### src/rtl/uart_rx_fifo_pkg.sv
// Shared constants for the UART receive buffer.
// Defaults for data width, FIFO depth, almost-full level and counter width.
package uart_rx_fifo_pkg;

   localparam int UART_DATA_W     = 8;
   localparam int FIFO_DEPTH_LOG2 = 4;
   localparam int FIFO_AFULL_LVL  = 12;
   localparam int ERR_CNT_W       = 8;

endpackage

### src/rtl/uart_rx_fifo_sat_cntr.sv
// Saturating event counter with synchronous clear.
// A clear coinciding with an event leaves the count at one.
module uart_rx_fifo_sat_cntr
   import uart_rx_fifo_pkg::*;
#(
   parameter int CNT_W = ERR_CNT_W
) (
   input  logic             i_clk,
   input  logic             i_rst,
   input  logic             i_inc,
   input  logic             i_clr,
   output logic [CNT_W-1:0] o_count
);

   logic [CNT_W-1:0] count_q;
   logic [CNT_W-1:0] count_d;

   // next count: clear wins, otherwise increment until all-ones
   always_comb begin
      count_d = count_q;
      if (i_clr) begin
         count_d = CNT_W'(i_inc);
      end else if (i_inc && (count_q != '1)) begin
         count_d = count_q + 1'b1;
      end
   end

   // count register
   always_ff @(posedge i_clk or posedge i_rst) begin
      if (i_rst) begin
         count_q <= '0;
      end else begin
         count_q <= count_d;
      end
   end

   assign o_count = count_q;

endmodule

### src/rtl/uart_rx_fifo.sv
// First-word-fall-through receive FIFO behind the UART receiver.
// Tracks occupancy, almost-full, overrun events and framing errors.
module uart_rx_fifo
   import uart_rx_fifo_pkg::*;
#(
   parameter int DATA_W     = UART_DATA_W,
   parameter int DEPTH_LOG2 = FIFO_DEPTH_LOG2,
   parameter int AFULL_LVL  = FIFO_AFULL_LVL,
   parameter int CNT_W      = ERR_CNT_W
) (
   input  logic                  i_clk,
   input  logic                  i_rst,
   input  logic [DATA_W-1:0]     i_data,
   input  logic                  i_valid,
   output logic                  o_ready,
   input  logic                  i_err,
   output logic [DATA_W-1:0]     o_data,
   output logic                  o_valid,
   input  logic                  i_ready,
   output logic [DEPTH_LOG2:0]   o_count,
   output logic                  o_afull,
   output logic [CNT_W-1:0]      o_ovr_cnt,
   output logic [CNT_W-1:0]      o_ferr_cnt,
   input  logic                  i_clr_cnt
);

   localparam int DEPTH = 1 << DEPTH_LOG2;
   localparam int PW    = DEPTH_LOG2 + 1;

   logic [DATA_W-1:0] mem [DEPTH];

   logic [PW-1:0] wr_ptr_q, wr_ptr_d;
   logic [PW-1:0] rd_ptr_q, rd_ptr_d;
   logic [PW-1:0] count_q, count_d;
   logic          ready_q, ready_d;
   logic          afull_q, afull_d;
   logic          stall_q, stall_d;
   logic          empty;
   logic          push;
   logic          pop;
   logic          ovr_inc;

   // handshakes, pointer advance and next-cycle flags
   always_comb begin
      empty    = (wr_ptr_q == rd_ptr_q);
      push     = i_valid & ready_q;
      pop      = ~empty & i_ready;
      stall_d  = i_valid & ~ready_q;
      ovr_inc  = stall_d & ~stall_q;
      wr_ptr_d = push ? wr_ptr_q + 1'b1 : wr_ptr_q;
      rd_ptr_d = pop ? rd_ptr_q + 1'b1 : rd_ptr_q;
      count_d  = wr_ptr_d - rd_ptr_d;
      ready_d  = ~((wr_ptr_d[PW-1] != rd_ptr_d[PW-1]) &&
                   (wr_ptr_d[PW-2:0] == rd_ptr_d[PW-2:0]));
      afull_d  = (count_d >= PW'(AFULL_LVL));
   end

   // pointer and status registers
   always_ff @(posedge i_clk or posedge i_rst) begin
      if (i_rst) begin
         wr_ptr_q <= '0;
         rd_ptr_q <= '0;
         count_q  <= '0;
         ready_q  <= 1'b1;
         afull_q  <= 1'b0;
         stall_q  <= 1'b0;
      end else begin
         wr_ptr_q <= wr_ptr_d;
         rd_ptr_q <= rd_ptr_d;
         count_q  <= count_d;
         ready_q  <= ready_d;
         afull_q  <= afull_d;
         stall_q  <= stall_d;
      end
   end

   // storage is left unreset; only written on an accepted push
   always_ff @(posedge i_clk) begin
      if (push) begin
         mem[wr_ptr_q[PW-2:0]] <= i_data;
      end
   end

   assign o_data  = mem[rd_ptr_q[PW-2:0]];
   assign o_valid = ~empty;
   assign o_ready = ready_q;
   assign o_count = count_q;
   assign o_afull = afull_q;

   uart_rx_fifo_sat_cntr #(.CNT_W(CNT_W)) u_ovr_cntr (
      .i_clk   (i_clk),
      .i_rst   (i_rst),
      .i_inc   (ovr_inc),
      .i_clr   (i_clr_cnt),
      .o_count (o_ovr_cnt)
   );

   uart_rx_fifo_sat_cntr #(.CNT_W(CNT_W)) u_ferr_cntr (
      .i_clk   (i_clk),
      .i_rst   (i_rst),
      .i_inc   (i_err),
      .i_clr   (i_clr_cnt),
      .o_count (o_ferr_cnt)
   );

endmodule
### config.mk
export PLATFORM = sky130hd
export DESIGN_NAME = uart_rx_fifo
export DESIGN_NICKNAME = d
export VERILOG_FILES = /design/src/rtl/uart_rx_fifo_pkg.sv /design/src/rtl/uart_rx_fifo_sat_cntr.sv /design/src/rtl/uart_rx_fifo.sv
export SDC_FILE = /design/constraint.sdc
export NUM_CORES = 1
export LEC_CHECK = 0
export ABC_AREA = 1
export BUFFER_PORTS_ARGS = -buffer_cell sky130_fd_sc_hd__buf_2
export CAP_MARGIN = 25
export CORE_ASPECT_RATIO = 1.4
export CORE_MARGIN = 3
export CORE_UTILIZATION = 45
export CTS_BUF_LIST = sky130_fd_sc_hd__clkbuf_8 sky130_fd_sc_hd__clkbuf_16
export CTS_CLUSTER_DIAMETER = 120
export DETAILED_ROUTE_END_ITERATION = 8
export GPL_TIMING_DRIVEN = 0
export PLACE_DENSITY_LB_ADDON = 0.1
export REMOVE_ABC_BUFFERS = 1
export SYNTH_ARGS = -nofsm -noshare
export SYNTH_HDL_FRONTEND = slang
export SYNTH_SLANG_ARGS = --single-unit
### constraint.sdc
create_clock -name i_clk -period 2.9 [get_ports i_clk]
set_input_delay 0 -clock i_clk [delete_from_list [all_inputs] [get_ports i_clk]]
set_output_delay 0 -clock i_clk [all_outputs]
set_load 0.05 [all_outputs]
==> impl_results.md <==
* Status: finished clean
* Final core utilization at 0.543
* GR Layer Usage met3 at 0.0360
* Total track usage at 0.194
* Met1 Track Usage GR at 0.231
* Synth top area cells: edfxtp_1 (55%), dfrtp_1 (12%), nand2_1 (6.0%)
* Leak pwr at 0.00319 uW
* Grt peak-use layer: met2
* Number of synthesized flops with an enable pin at 128
* Largest area contributor in the netlist: edfxtp_1
* Main flop type after synthesis: edfxtp_1
* Row count at 53
* Synthesis-to-layout area growth at 17.9%
* Global-route wire length before repair at 25.1 mm
* Most common cell after layout, fill and taps aside: edfxtp_1
* Asr flop ratio synth at 0.210
* Post-Syn Area per Cell at 11.4 sq um
* Fmax at 360 MHz
* Clk buf depth at 2
* CP Capture Type: output pin
* Crit-path max FO at 12
* Reg2reg setup slack at 130 ps
* Share of layout cells above drive strength 1 at 0.169
* Final setup viols at 0
* Filler cells at 1308
* RePlAce Congestion at 0.792
* Netlist cell types at 36
* CP Launch Type: flip-flop
* Clock Sinks at 162
* Diode count at 0
* Total detailed-routing wirelength at 16.2 mm
* Most frequent cells in the layout: edfxtp_1 (128), nand2_1 (110), nor2_1 (65), o21ai_0 (54), buf_2 (45)
* Register area at 0.00471 sq mm
* # DRC at 0
* CTS tree: done
* Chip Width at 111 um
* DR pass1 iterations at 7
* Slew Viols, Final at 0
* Warnings, synthesis at 0
* Min Hold Slack at 271 ps
* Synth top area share at 0.554
* Total CTS buffers at 17
* Data required, critical path at 2900 ps
* Post-route ant nets at 0
* WS Path Type: reg2out
* Period minus WS final at 2780 ps
* Slowest CP cell: dfrtp_1
* Vias/cell at 5.38
* Post-Synthesis Cells at 606
* Tcrit/Tclk final at 0.958
* Design Power at 8830 uW
* Post-DP HPWL at 10.5 mm
* Worst slack at placement at -576 ps
* Least-Margin Pin Slew at 944 ps
* WL per Instance at 18.6 um
* Unrepaired setup endpoints after global routing: no
* CTS root buffer: clkbuf_16
* Core area at 0.0151 sq mm
* Vias at 4690
* Pin count of the biggest net entering global routing at 55
* Max Cap Violations at 0
* Area of the multi-input gates at 0.00197 sq mm
* FF+latch count, synth at 162
* Critical-path cell list: clkinv_1, a221oi_1, o21ai_0, nand2_1, buf_2
* Final Hold Viols at 0
* Maximum vdd drop at 784 uV
* WP data arrival at 2780 ps
* Clock latency on the worst-skew pair at 410 ps
* Sequential-to-total area share from yosys stat at 0.677
* Met2 usage at 0.348
* Crit-path max cell delay at 820 ps
* H-tree levels at 4
* Slew margin rel. at 0.368
* Initial antenna violation count at 0
* Die H at 153 um
* Boundary Pins at 46
* Hold crit path type: in2async
* Full die area at 0.0170 sq mm
* Initial Utilization at 0.461
* PD cells at 1080 mW/mm^2
* Vias in the first global route at 4714
* Final clock skew at 6.16 ps
* Grt ovf at 0
* Nets at 691
* Setup ws final at 123 ps
* DRT iter0 DRCs at 325
* Mapped cell area at 0.00693 sq mm
* Worst-path clk slew at 70 ps
* Port Buf Inserts at 45
-- kinds of logic after synthesis --
family	synth area share
adder cells (fa/ha/maj)	0.0198
buffers and inverters	0.0415
AND/OR/NAND/NOR	0.154
XOR/XNOR	0.0112
AO/OA/AOI/OAI	0.0962
flip-flops	0.677
-- synthesized netlist by cell type, types with 11 or more instances --
cell / count
nor2_1: 66
o21ai_0: 54
inv_1: 45
nand2_1: 111
clkbuf_1: 20
edfxtp_1: 128
ha_1: 11
dfrtp_1: 33
a21oi_1: 30
o22ai_1: 11
nand3_1: 27
-- final cells by class --
type | count | share of cell area
Tap cell | 192 | 0.0294
Sequential cell | 162 | 0.576
Multi-Input combinational cell | 371 | 0.241
Clock buffer | 17 | 0.0520
Clock inverter | 15 | 0.0211
Timing Repair Buffer | 65 | 0.0572
Inverter | 49 | 0.0237
-- power by group --
group / internal (uW) / total (uW) / switching (uW)
clock: 1290 / 2240 / 948
sequential: 2850 / 3120 / 265
combinational: 982 / 3470 / 2490
total: 5130 / 8830 / 3700
-- sequential cells by signal (all words and copies together) (netlist names) --
name	cells
u_ovr_cntr.o_count	8
wr_ptr_q	5
stall_q	1
o_ready	1
u_ferr_cntr.o_count	8
mem	128
o_count	5
rd_ptr_q	5
o_afull	1
-- stage by stage --
step                      cells  setup TNS [ps]  area, sq um
after floorplan             582           -4610         6830
after global placement      819          -29190         7300
after detailed placement    823           -2050         7380
after CTS                   868               0         8120
after global routing        871               0         8180
final                       871               0         8180
-- per-layer routing --
metal | routed length (um) | part of all wire
met5 | 0 | 0
met4 | 335 | 0.021
met3 | 604 | 0.037
met2 | 8640 | 0.53
met1 | 6620 | 0.41
-- final timing paths --
| kind | startpoint | to | depth (start not counted) |
|---|---|---|---|
| setup reg to reg | rd_ptr_q[3] | o_afull | 10 |
| min in group i_clk | i_valid | stall_q | 4 |
| setup / recovery | rd_ptr_q[3] | o_data[7] | 5 |
| hold reg to reg | u_ovr_cntr.o_count[7] | u_ovr_cntr.o_count[7] | 1 |
| max in group asynchronous | i_rst | o_ready | 4 |
| hold / removal | i_rst | u_ovr_cntr.o_count[0] | 3 |
-- worst max-delay path, delay by kind of cell (launching register included) --
family,cells,cell delay (ps)
buffers and inverters,2,860
DFF,1,820
AOI/OAI and AO/OA,2,610
and+or+nand+nor,1,90
-- repair_timing --
item,4_1_cts,5_1_grt
gates resized for setup,6,8
endpoints found under the hold margin,119,0
hold buffers,13,0
endpoints found under the setup margin,14,7
buffers inserted,0,2
Note: power is estimated with default switching activity, not from simulation.
